**src/rtl/uart_pkg.sv**
```systemverilog
// Shared types and helpers for the UART receive path.
// The PARITY state is always encoded so all builds use the same state values.
package uart_pkg;

  typedef enum logic [2:0] {
    IDLE   = 3'd0,
    START  = 3'd1,
    DATA   = 3'd2,
    PARITY = 3'd3,
    STOP   = 3'd4,
    BREAK  = 3'd5
  } uart_state_e;

  localparam int DATA_BITS_DEFAULT = 8;

  function automatic int clks_per_bit(input int clk_hz, input int baud);
    return clk_hz / baud;
  endfunction

endpackage

```
**src/rtl/uart_sync.sv**
```systemverilog
// Two-flop synchronizer for asynchronous single-bit inputs.
// The reset value defaults to 1, which suits idle-high serial lines.
module uart_sync #(
  parameter logic RST_VAL = 1'b1
) (
  input  logic clk,
  input  logic reset,
  input  logic d,
  output logic q
);

  logic sync_p0;
  logic sync_p1;

  always_ff @(posedge clk) begin
    if (reset) begin
      sync_p0 <= RST_VAL;
      sync_p1 <= RST_VAL;
    end else begin
      sync_p0 <= d;
      sync_p1 <= sync_p0;
    end
  end

  assign q = sync_p1;

endmodule

```
**src/rtl/uart_rx.sv**
```systemverilog
// 8N1 UART receiver, LSB first, idle-high line, samples taken at mid-bit.
// Define UART_RX_PARITY_EN to add an even-parity bit and the parity_err output.
module uart_rx import uart_pkg::*; #(
  parameter int CLK_HZ       = 12000000,
  parameter int BAUD         = 115200,
  parameter int CLKS_PER_BIT = clks_per_bit(CLK_HZ, BAUD),
  parameter int DATA_BITS    = DATA_BITS_DEFAULT
) (
  input  logic                 clk,
  input  logic                 reset,
  input  logic                 rx,
  output logic [DATA_BITS-1:0] data,
  output logic                 valid,
  output logic                 frame_err,
`ifdef UART_RX_PARITY_EN
  output logic                 parity_err,
`endif
  output logic                 busy
);

  localparam int CNT_W = $clog2(CLKS_PER_BIT);
  localparam int IDX_W = $clog2(DATA_BITS + 1);

  localparam logic [CNT_W-1:0] CNT_FULL = CNT_W'(CLKS_PER_BIT - 1);
  localparam logic [CNT_W-1:0] CNT_HALF = CNT_W'(CLKS_PER_BIT / 2 - 1);
  localparam logic [IDX_W-1:0] IDX_LAST = IDX_W'(DATA_BITS - 1);

  logic                 rx_s;
  uart_state_e          state, state_nxt;
  logic [CNT_W-1:0]     cnt, cnt_nxt;
  logic [IDX_W-1:0]     idx, idx_nxt;
  logic [DATA_BITS-1:0] shreg, shreg_nxt;
  logic [DATA_BITS-1:0] data_nxt;
  logic                 valid_nxt;
  logic                 ferr_nxt;
`ifdef UART_RX_PARITY_EN
  logic                 par_bad, par_bad_nxt;
  logic                 perr_nxt;
`endif

  uart_sync #(.RST_VAL(1'b1)) u_sync (
    .clk   (clk),
    .reset (reset),
    .d     (rx),
    .q     (rx_s)
  );

  always_comb begin
    state_nxt = state;
    cnt_nxt   = cnt;
    idx_nxt   = idx;
    shreg_nxt = shreg;
    data_nxt  = data;
    valid_nxt = 1'b0;
    ferr_nxt  = 1'b0;
`ifdef UART_RX_PARITY_EN
    par_bad_nxt = par_bad;
    perr_nxt    = 1'b0;
`endif
    unique case (state)
      IDLE: begin
        if (!rx_s) begin
          state_nxt = START;
          cnt_nxt   = '0;
        end
      end
      START: begin
        if (cnt == CNT_HALF) begin
          cnt_nxt   = '0;
          idx_nxt   = '0;
          state_nxt = rx_s ? IDLE : DATA;
        end else begin
          cnt_nxt = cnt + CNT_W'(1);
        end
      end
      DATA: begin
        if (cnt == CNT_FULL) begin
          cnt_nxt   = '0;
          shreg_nxt = {rx_s, shreg[DATA_BITS-1:1]};
          idx_nxt   = idx + IDX_W'(1);
          if (idx == IDX_LAST) begin
`ifdef UART_RX_PARITY_EN
            state_nxt = PARITY;
`else
            state_nxt = STOP;
`endif
          end
        end else begin
          cnt_nxt = cnt + CNT_W'(1);
        end
      end
`ifdef UART_RX_PARITY_EN
      PARITY: begin
        if (cnt == CNT_FULL) begin
          cnt_nxt     = '0;
          par_bad_nxt = rx_s ^ (^shreg);
          state_nxt   = STOP;
        end else begin
          cnt_nxt = cnt + CNT_W'(1);
        end
      end
`endif
      STOP: begin
        if (cnt == CNT_FULL) begin
          cnt_nxt = '0;
          // Returning to IDLE at mid stop bit leaves half a bit to catch the next start edge.
          if (!rx_s) begin
            ferr_nxt  = 1'b1;
            state_nxt = BREAK;
`ifdef UART_RX_PARITY_EN
          end else if (par_bad) begin
            perr_nxt  = 1'b1;
            state_nxt = IDLE;
`endif
          end else begin
            data_nxt  = shreg;
            valid_nxt = 1'b1;
            state_nxt = IDLE;
          end
        end else begin
          cnt_nxt = cnt + CNT_W'(1);
        end
      end
      BREAK: begin
        if (rx_s) state_nxt = IDLE;
      end
      default: state_nxt = IDLE;
    endcase
  end

  always_ff @(posedge clk) begin
    if (reset) begin
      state     <= IDLE;
      cnt       <= '0;
      idx       <= '0;
      data      <= '0;
      valid     <= 1'b0;
      frame_err <= 1'b0;
`ifdef UART_RX_PARITY_EN
      par_bad    <= 1'b0;
      parity_err <= 1'b0;
`endif
    end else begin
      state     <= state_nxt;
      cnt       <= cnt_nxt;
      idx       <= idx_nxt;
      data      <= data_nxt;
      valid     <= valid_nxt;
      frame_err <= ferr_nxt;
`ifdef UART_RX_PARITY_EN
      par_bad    <= par_bad_nxt;
      parity_err <= perr_nxt;
`endif
    end
  end

  always_ff @(posedge clk) begin
    shreg <= shreg_nxt;
  end

  assign busy = (state != IDLE);

endmodule

```
**config.mk**
```make
export PLATFORM = sky130hd
export DESIGN_NAME = uart_rx
export DESIGN_NICKNAME = d
export VERILOG_FILES = /design/src/rtl/uart_pkg.sv /design/src/rtl/uart_sync.sv /design/src/rtl/uart_rx.sv
export SDC_FILE = /design/constraint.sdc
export NUM_CORES = 1
export LEC_CHECK = 0
export CAP_MARGIN = 0
export CELL_PAD_IN_SITES_DETAIL_PLACEMENT = 1
export CELL_PAD_IN_SITES_GLOBAL_PLACEMENT = 1
export CORE_ASPECT_RATIO = 0.6
export CORE_MARGIN = 5
export CORE_UTILIZATION = 39
export CTS_BUF_LIST = sky130_fd_sc_hd__clkbuf_4 sky130_fd_sc_hd__clkbuf_8 sky130_fd_sc_hd__clkbuf_16
export CTS_CLUSTER_SIZE = 20
export DETAILED_ROUTE_END_ITERATION = 10
export PLACE_DENSITY_LB_ADDON = 0.3
export SLEW_MARGIN = 0
export SYNTH_ARGS = -nofsm -noshare
export SYNTH_HDL_FRONTEND = slang
export SYNTH_SLANG_ARGS = --single-unit
```
**constraint.sdc**
```tcl
create_clock -name clk -period 2.1 [get_ports clk]
set_input_delay 0.63 -clock clk [delete_from_list [all_inputs] [get_ports clk]]
set_output_delay 0.63 -clock clk [all_outputs]
set_load 0.01 [all_outputs]
```
### After elaboration in Yosys (flattened, before gate mapping)

Index checks and enable logic that the tools add are counted.

* output and inout port bits: 11
* word-level logic and storage cells: 55
* register bits after elaboration: 34
* bits of input ports: 3

* eq/ne operators: 13
* mux-type cells: 18
* reduce and logical (&&, ||, !) cells: 11
* add/sub/neg operators: 2
* bitwise operators: 2

Operators by type and width (count)
* $mux W3: 7
* $mux W7: 3
* $pmux W7 S3: 1
* $pmux W3 S5: 1
* $ne A2 B2 Y1 const B: 5
* $mux W4: 2
* $pmux W4 S2: 1
* $add A7 B1 Y7 const B: 1
* $eq A7 B6 Y1 const B: 1
* $eq A7 B7 Y1 const B: 1
* $eq A3 B3 Y1 const B: 2
* $reduce_and A3 Y1: 2
* $reduce_and A6 Y1: 1
* $reduce_bool A3 Y1: 2
* $add A4 B1 Y4 const B: 1
* $eq A4 B3 Y1 const B: 1
* $reduce_and A2 Y1: 2
* $eq A3 B1 Y1 const B: 1
* $eq A3 B2 Y1 const B: 1
* $logic_not A3 Y1: 1
* $reduce_or A3 Y1: 1
* $mux W1: 2
* $mux W2: 1
* $ne A2 B1 Y1 const B: 1
* other kinds (3): 4

### Logic depth before layout (Yosys ltp)

Gate-level depths: netlist (run 1).

* depth in word-level cells: 4
* mapped depth: 6
* depth with buffers taken out: 5

### By module

A second synthesis (run 1) with hierarchy kept.

* cells, all modules: 154
* area total of the unflattened synthesis: 1541.5 um^2

Modules (own cells, without submodules)
* uart_rx: area an instance 1488.9 um^2, cells an instance 150, times used 1, seq. area each 720.7 um^2
* uart_sync: area an instance 52.6 um^2, cells an instance 4, times used 1, seq. area each 40.0 um^2

### Worst setup path before layout (run 1)

OpenSTA, ideal clock, no wires.

* kind: reg-to-reg
* start point: register cnt[0]
* end point: register state[1]
* setup time: 0.121 ns
* arrival time: 1.872 ns
* setup slack: 0.107 ns
* period minus slack after synthesis: 1.993 ns
* required time: 1.979 ns
* stages on the path, launching flop included: 7
* buffers on the path: 1
* cells stage by stage: dfxtp_1 -> ha_1 -> nand4b_1 -> or2_2 -> clkbuf_1 -> a2111oi_2 -> mux2_2

* word-level cells in the longest chain between the ends: 3
* elaborated cells on any way between the ends: 6
* classes of those cells: eq/ne (5); reduce/logical (1)

Ends and longest elaborated chain
* from (decl): RTL line uart_rx.sv:30 `logic [CNT_W-1:0] cnt, cnt_nxt;`
* from (signal assigned): RTL line uart_rx.sv:145 `cnt <= cnt_nxt;`
* $eq A7 B7 Y1 or $eq A7 B6 Y1 (tied branches): RTL line uart_rx.sv:77, uart_rx.sv:104, uart_rx.sv:68
* $ne A2 B2 Y1 (no source line)
* $reduce_and A6 Y1 (no source line) *
* to (signal assigned): RTL line uart_rx.sv:144 `state <= state_nxt;`
* to (decl): RTL line uart_rx.sv:29 `uart_state_e state, state_nxt;`

Mark *: on every way between the ends. The rest lies on a longest branch, timed or not.
A chain may end at the register's enable or synchronous reset.

### Worst setup path after layout (run 1)

Same ends and word-level chain as after synthesis.

==> results by group, run 1 <==
Cells and area
  • Layout cells sized above 1: 19.88%
  • Filler cells: 418
  • # diodes: 0
  • Fin cells: 218
  • Final #Nets: 175
  • P&R area growth vs syn: 25.37%
  • Post-layout util: 51.33%

Global route
  • Initial antenna violation count: 0
  • GRT Total Usage: 14.97%
  • Number of global-route vias before repair: 1193
  • Largest net degree at the start of global routing: 19
  • GRT overflow: 0
  • First-pass GRT wire length: 6.161 mm

Power
  • Worst VDD drop: 409.5 µV
  • Reg power frac: 45.8%
  • Leak: 0.6464 nW
  • Switching share of power: 20.54%
  • Clock power share: 49.7%
  • Switching Power: 0.3040 mW
  • Pwr Total: 1.480 mW
  • Pwr Density: 774.8 nW/µm²
  • P_int: 1.176 mW
  • Combinational Power Share: 4.5%

Routing
  • Post-route DRC violation count: 0
  • Routed Antenna Nets: 0
  • Detailed-route wire length per cell: 17.55 µm
  • Vias post-DR: 1207
  • Routed WL: 3.826 mm
  • Via-per-instance ratio: 5.537
  • First-pass detailed-route iteration total: 4
  • Initial DRC Count: 63

Job
  • MaxCap Viol Count: 0

Min path
  • Hold crit path type: reg2reg
  • Hold_sp: u_sync.sync_p0

Timing
  • RSZ-0062 raised after global routing: no
  • Worst Max-Slew Pin Slew: 0.5415 ns
  • Fin. max-slew vios: 0
  • Slew headroom: 63.76%
  • Setup violators final: 0
  • Min Hold Slack: 0.4231 ns
  • Worst Skew: 0.01053 ns
  • Final min period: 2.015 ns
  • Final Hold Viols: 0
  • Max Freq: 496.4 MHz
  • Final period utilization: 95.93%

Critical path
  • Setup crit start: cnt[0]
  • Nature of the critical path endpoint: register
  • RR Endpoint: state[1]
  • R2r worst-path depth: 5
  • FF-to-FF setup slack: 0.09 ns
  • Setup CP Type: reg2reg
  • Startpoint types: register
  • Required time worst endpoint: 2.28 ns
  • Worst r2r src: cnt[0]
  • CP arrival: 2.19 ns
  • CP Capture Point: state[1]
  • Crit path max fanout: 7

Yosys
  • Prevailing post-synth register cell: dfxtp_1
  • EDFF count, synth: 8
  • Mean Syn Cell Area: 10.16 µm²
  • Post-Syn Instances: 150
  • Library cells used by synthesis: 42
  • Yosys Warn Count: 0
  • Post-Syn Nets: 155
  • Sequential share of the synthesized area: 49.92%
  • Yosys reg bits: 34
  • Syn Std Cell Area: 1524 µm²
  • Fraction of registers with async set/reset: 0%

Floorplanning
  • Die width: 90.70 µm
  • Ports: 14
  • Die height: 58.42 µm
  • Die area: 5299 µm²
  • Core ar.: 3722 µm²
  • Initial Util: 40.94%
  • # rows: 17

Clocking
  • Clock Tree Root: clkbuf_8
  • Worst-Skew Late Latency: 0.30 ns
  • Post-CTS setup buffer count: 0
  • CTS Buf Count: 5
  • Clk sink count: 34
  • CTS tree: built
  • CTS H-tree depth: 2
  • Clock Pin Slew Worst Setup and Hold Paths: 0.08 ns
  • Clock Tree Buf Depth: 2

Placed design
  • Post-DP HPWL: 2.775 mm
  • Placed cell count: 210
  • Final Wtd Congestion: 0.8269
  • Count of input and output buffers: 13

Run status
  • Outcome: finished clean
==> cells in the final DEF, fill, tap and decap left out, types with 2 or more instances in the layout <==
master / netlist / layout
or3b_2: 2 / 2
nand3b_1: 3 / 3
nor3b_1: 2 / 2
nor3_1: 8 / 8
mux2i_1: 9 / 9
clkdlybuf4s50_1: 0 / 12
dfxtp_2: 0 / 3
o2bb2ai_1: 2 / 2
buf_4: 0 / 9
bufinv_16: 0 / 2
nor2_1: 15 / 15
clkbuf_8: 0 / 5
or4_1: 3 / 3
or3_1: 3 / 3
edfxtp_1: 8 / 8
xnor2_1: 3 / 3
dfxtp_1: 26 / 23
nand2_1: 5 / 5
inv_1: 4 / 4
nor2b_1: 3 / 3
o31ai_1: 2 / 2
a21oi_1: 7 / 7
or2_2: 4 / 4
nand3_1: 7 / 7
a211oi_1: 4 / 3
==> power groups by stage <==
stage,registers (mW),clock network [mW],logic (mW)
after floorplan,0.690,0,0.0416
after global placement,0.692,0,0.0596
after detailed placement,0.693,0,0.0634
after global routing,0.679,0.784,0.0727
final,0.678,0.736,0.0667
after CTS,0.678,0.739,0.0625
==> routing by layer <==
metal / up-vias / global-route usage, % / wire [µm]
met3: 4 / 4.725 / 203
li1: 585 / - / -
met5: - / 0 / 0
met2: 35 / 23.78 / 1774
met4: 0 / 5.945 / 27
met1: 583 / 19.20 / 1821
==> worst max-delay path: stages, from the launching register on <==
cell and delay, ns:
dfxtp_1 0.37, ha_2 0.24, nand4b_1 0.13, or2_2 0.41, a2111oi_4 0.38, mux2_2 0.37
==> flip-flops by register name, summed over array words and instances, names as in the netlist <==
register	flops
data	8
shreg	8
cnt	7
u_sync.q	1
state	3
frame_err	1
u_sync.sync_p0	1
idx	4
valid	1
==> what timing repair did <==
item / 4_1_cts / 5_1_grt
setup endpoints to repair: 3 / 16
hold buffers: 0 / 0
gates resized for setup: 4 / 4
==> cells by family after synthesis <==
group / synth area share, %
flops: 49.92
compound gates: 9.853
buf+inv: 3.366
mux: 6.650
simple gates: 25.53
fa+ha+maj: 2.381
xor+xnor: 2.299
==> worst min path at each step <==
stage               slack, ns  endpoint  cells after the start
floorplan                0.39  u_sync.q                      1
global placement         0.41  u_sync.q                      1
detailed placement       0.41  u_sync.q                      1
CTS                      0.43  u_sync.q                      1
global route             0.46  u_sync.q                      1
finish                   0.42  u_sync.q                      1
==> metrics by stage <==
stage | setup slack [ns] | area, µm² | setup TNS (ns)
floorplan | 0.1069 | 1524 | 0
global placement | 0.1077 | 1744 | 0
detailed placement | 0.01840 | 1744 | 0
CTS | -0.01068 | 1884 | -0.01935
global route | 0.02495 | 1911 | 0
finish | 0.08545 | 1911 | 0
==> final cells by class <==
cell class	count	area, µm²	area share (%)
clock inverters	3	68.82	3.602
repair buffers	22	196.4	10.28
inverters	4	15.01	0.7859
multi-input cells	103	738.2	38.64
well taps	47	58.81	3.078
clock buffers	5	68.82	3.602
flip-flops and latches	34	764.5	40.01
==> cells in the mapped netlist, types with 2 or more instances <==
cell | number | share of area (%)
dfxtp_1 | 26 | 34
nor3b_1 | 2 | 0.98
or3b_2 | 2 | 1.1
mux2i_1 | 9 | 5.9
a21oi_1 | 7 | 2.3
nor2_1 | 15 | 3.7
or3_1 | 3 | 1.2
ha_1 | 2 | 1.6
or4_1 | 3 | 1.5
o2bb2ai_1 | 2 | 1.1
xnor2_1 | 3 | 1.7
a211oi_1 | 4 | 2.0
o31ai_1 | 2 | 0.98
clkbuf_1 | 7 | 1.7
nand2_1 | 5 | 1.2
nand3b_1 | 3 | 1.5
buf_2 | 2 | 0.66
or2_2 | 4 | 1.6
edfxtp_1 | 8 | 16
nor3_1 | 8 | 2.6
nor2b_1 | 3 | 1.2
nand3_1 | 7 | 2.3
inv_1 | 4 | 0.98
No activity file was read; power rests on OpenSTA's default activity.
==> inputs of run 2 (changes only) <==
CELL_PAD_IN_SITES_DETAIL_PLACEMENT = default   (was 1)
CELL_PAD_IN_SITES_GLOBAL_PLACEMENT = default   (was 1)
CORE_UTILIZATION = 45   (was 39)
PLACE_DENSITY = 0.67   (was default)
PLACE_DENSITY_LB_ADDON = default   (was 0.3)
==> results by group, run 2 (synthesis results as in run 1) <==
Run status
  • Outcome: finished clean

Routing
  • Vias post-DR: 1157
  • Routed WL: 3.073 mm
  • Routed Antenna Nets: 0
  • Detailed-route wire length per cell: 14.36 µm
  • Post-route DRC violation count: 0
  • Initial DRC Count: 61
  • First-pass detailed-route iteration total: 4
  • Via-per-instance ratio: 5.407

Critical path
  • Startpoint types: register
  • Nature of the critical path endpoint: register
  • Worst path max stage delay: 0.44 ns
  • R2r worst-path depth: 5
  • Critical path depth: 5
  • Required time worst endpoint: 2.06 ns
  • Crit path max fanout: 9
  • Setup CP Type: reg2reg
  • CP delay by family, top: simple AND/OR/NAND/NOR gates
  • CP arrival: 1.95 ns
  • Slowest CP cell: or3_1
  • Critical path cell sequence: ha_1 -> nand4b_1 -> buf_4 -> or3_1 -> inv_1
  • CP bufs+invs: 2

Cells and area
  • Most frequent cells in the layout: dfxtp_1, nor2_1, clkdlybuf4s50_1
  • P&R area growth vs syn: 23.81%
  • Leading cell type in the layout, fill and taps excluded: dfxtp_1
  • Final #Nets: 173
  • Layout cells sized above 1: 17.75%
  • Biggest regs: data x8, shreg x8, cnt x7
  • # diodes: 0
  • Fin area: 1887 µm²

Min path
  • Hold path depth: 1
  • Hold crit path type: reg2reg

Power
  • P_int: 1.173 mW
  • Switching share of power: 19.72%
  • Switching Power: 0.2882 mW
  • Pwr Density: 774.4 nW/µm²
  • Reg power frac: 46.3%
  • Worst VDD drop: 619.8 µV
  • Clock power share: 49.5%
  • Combinational Power Share: 4.2%
  • Leak: 0.6365 nW

Floorplanning
  • Core ar.: 3263 µm²
  • Ports: 14
  • Die height: 55.08 µm
  • Die area: 4689 µm²
  • Initial Util: 46.70%
  • # rows: 16
  • Die width: 85.13 µm

Clocking
  • Worst-Skew Late Latency: 0.29 ns
  • CTS H-tree depth: 2
  • Clock Pin Slew Worst Setup and Hold Paths: 0.07 ns
  • Clock Tree Root: clkbuf_8
  • Post-CTS setup buffer count: 0
  • Clock Tree Buf Depth: 2
  • Clk sink count: 34
  • CTS tree: built
  • CTS Buf Count: 5
  • Hold-fix buffers at CTS: 0

Global route
  • GRT overflow: 0
  • First-pass GRT wire length: 5.009 mm
  • Initial antenna violation count: 0
  • Number of global-route vias before repair: 1078
  • GRT Total Usage: 14.37%
  • Largest net degree at the start of global routing: 27

Timing
  • Slew headroom: 63.22%
  • RSZ-0062 raised after global routing: no
  • Max Freq: 503.0 MHz
  • Worst Skew: 0.007491 ns
  • Setup violators final: 0
  • Final Hold Viols: 0
  • Fin worst setup slack: 0.1119 ns
  • Worst Max-Slew Pin Slew: 0.5441 ns
  • Final min period: 1.988 ns
  • Fin. max-slew vios: 0
  • Final period utilization: 94.67%
  • Post-route setup TNS: 0 ns

Job
  • MaxCap Viol Count: 0

Placed design
  • Count of input and output buffers: 13
  • Worst slack at placement: 0.07243 ns
  • Area after DPL: 1727 µm²
  • Final Wtd Congestion: 0.8972
  • Post-DP HPWL: 2.134 mm
==> run 2: cell types whose count changed in the layout (fill, tap and decap cells not counted) <==
cell / previous run / this run
buf_4: 9 / 7
dfxtp_2: 3 / 2
dfxtp_4: 0 / 1
ha_1: 1 / 2
ha_2: 1 / 0
nor4b_1: 0 / 1
nor4b_2: 1 / 0
==> run 2: through the flow <==
stage	util [%]	instances	total power, mW	hold WS (ns)
floorplan	-	150	0.7318	0.3895
global route	57.82	214	1.514	0.4520
finish	57.82	214	1.461	0.4113
detailed placement	52.91	206	0.7509	0.3947
CTS	57.29	214	1.472	0.4108
global placement	52.91	206	0.7490	0.3934
==> run 2: layout make-up <==
cell class                      count  area, µm²
Sequential cell                    34      767.0
Clock inverter                      3      68.82
Timing Repair Buffer               20      181.4
Tap cell                           45      56.30
Multi-Input combinational cell    103      729.5
Clock buffer                        5      68.82
Inverter                            4      15.01
Fill cell                         280       1376
==> run 2: path summary, 6_finish.rpt <==
check	slack (ns)	from	endpoint
worst min-delay path	0.41	u_sync.sync_p0	u_sync.q
worst max register to register	0.11	cnt[0]	shreg[5]
worst max-delay path	0.11	cnt[0]	shreg[5]
worst min register to register	0.41	u_sync.sync_p0	u_sync.q
==> run 2: timing repair <==
action	in CTS	in global routing
setup endpoints to repair	1	7
endpoints found under the hold margin	0	0
gates resized for setup	5	2
==> run 2: per-layer routing <==
metal / up-vias / wire (µm) / track usage, % / share of wire (%)
met5: - / 0 / 0 / 0
met4: 0 / 43 / 7.368 / 1.4
met3: 5 / 173 / 5.621 / 5.6
met2: 34 / 1316 / 21.65 / 43
met1: 540 / 1538 / 18.16 / 50
li1: 578 / - / - / -
==> run 2: power groups by stage <==
stage | logic (mW) | registers, mW | clock network [mW]
after floorplan | 0.0416 | 0.690 | 0
after global placement | 0.0573 | 0.692 | 0
after detailed placement | 0.0588 | 0.692 | 0
after CTS | 0.0582 | 0.676 | 0.738
after global routing | 0.0681 | 0.677 | 0.769
final | 0.0615 | 0.676 | 0.723
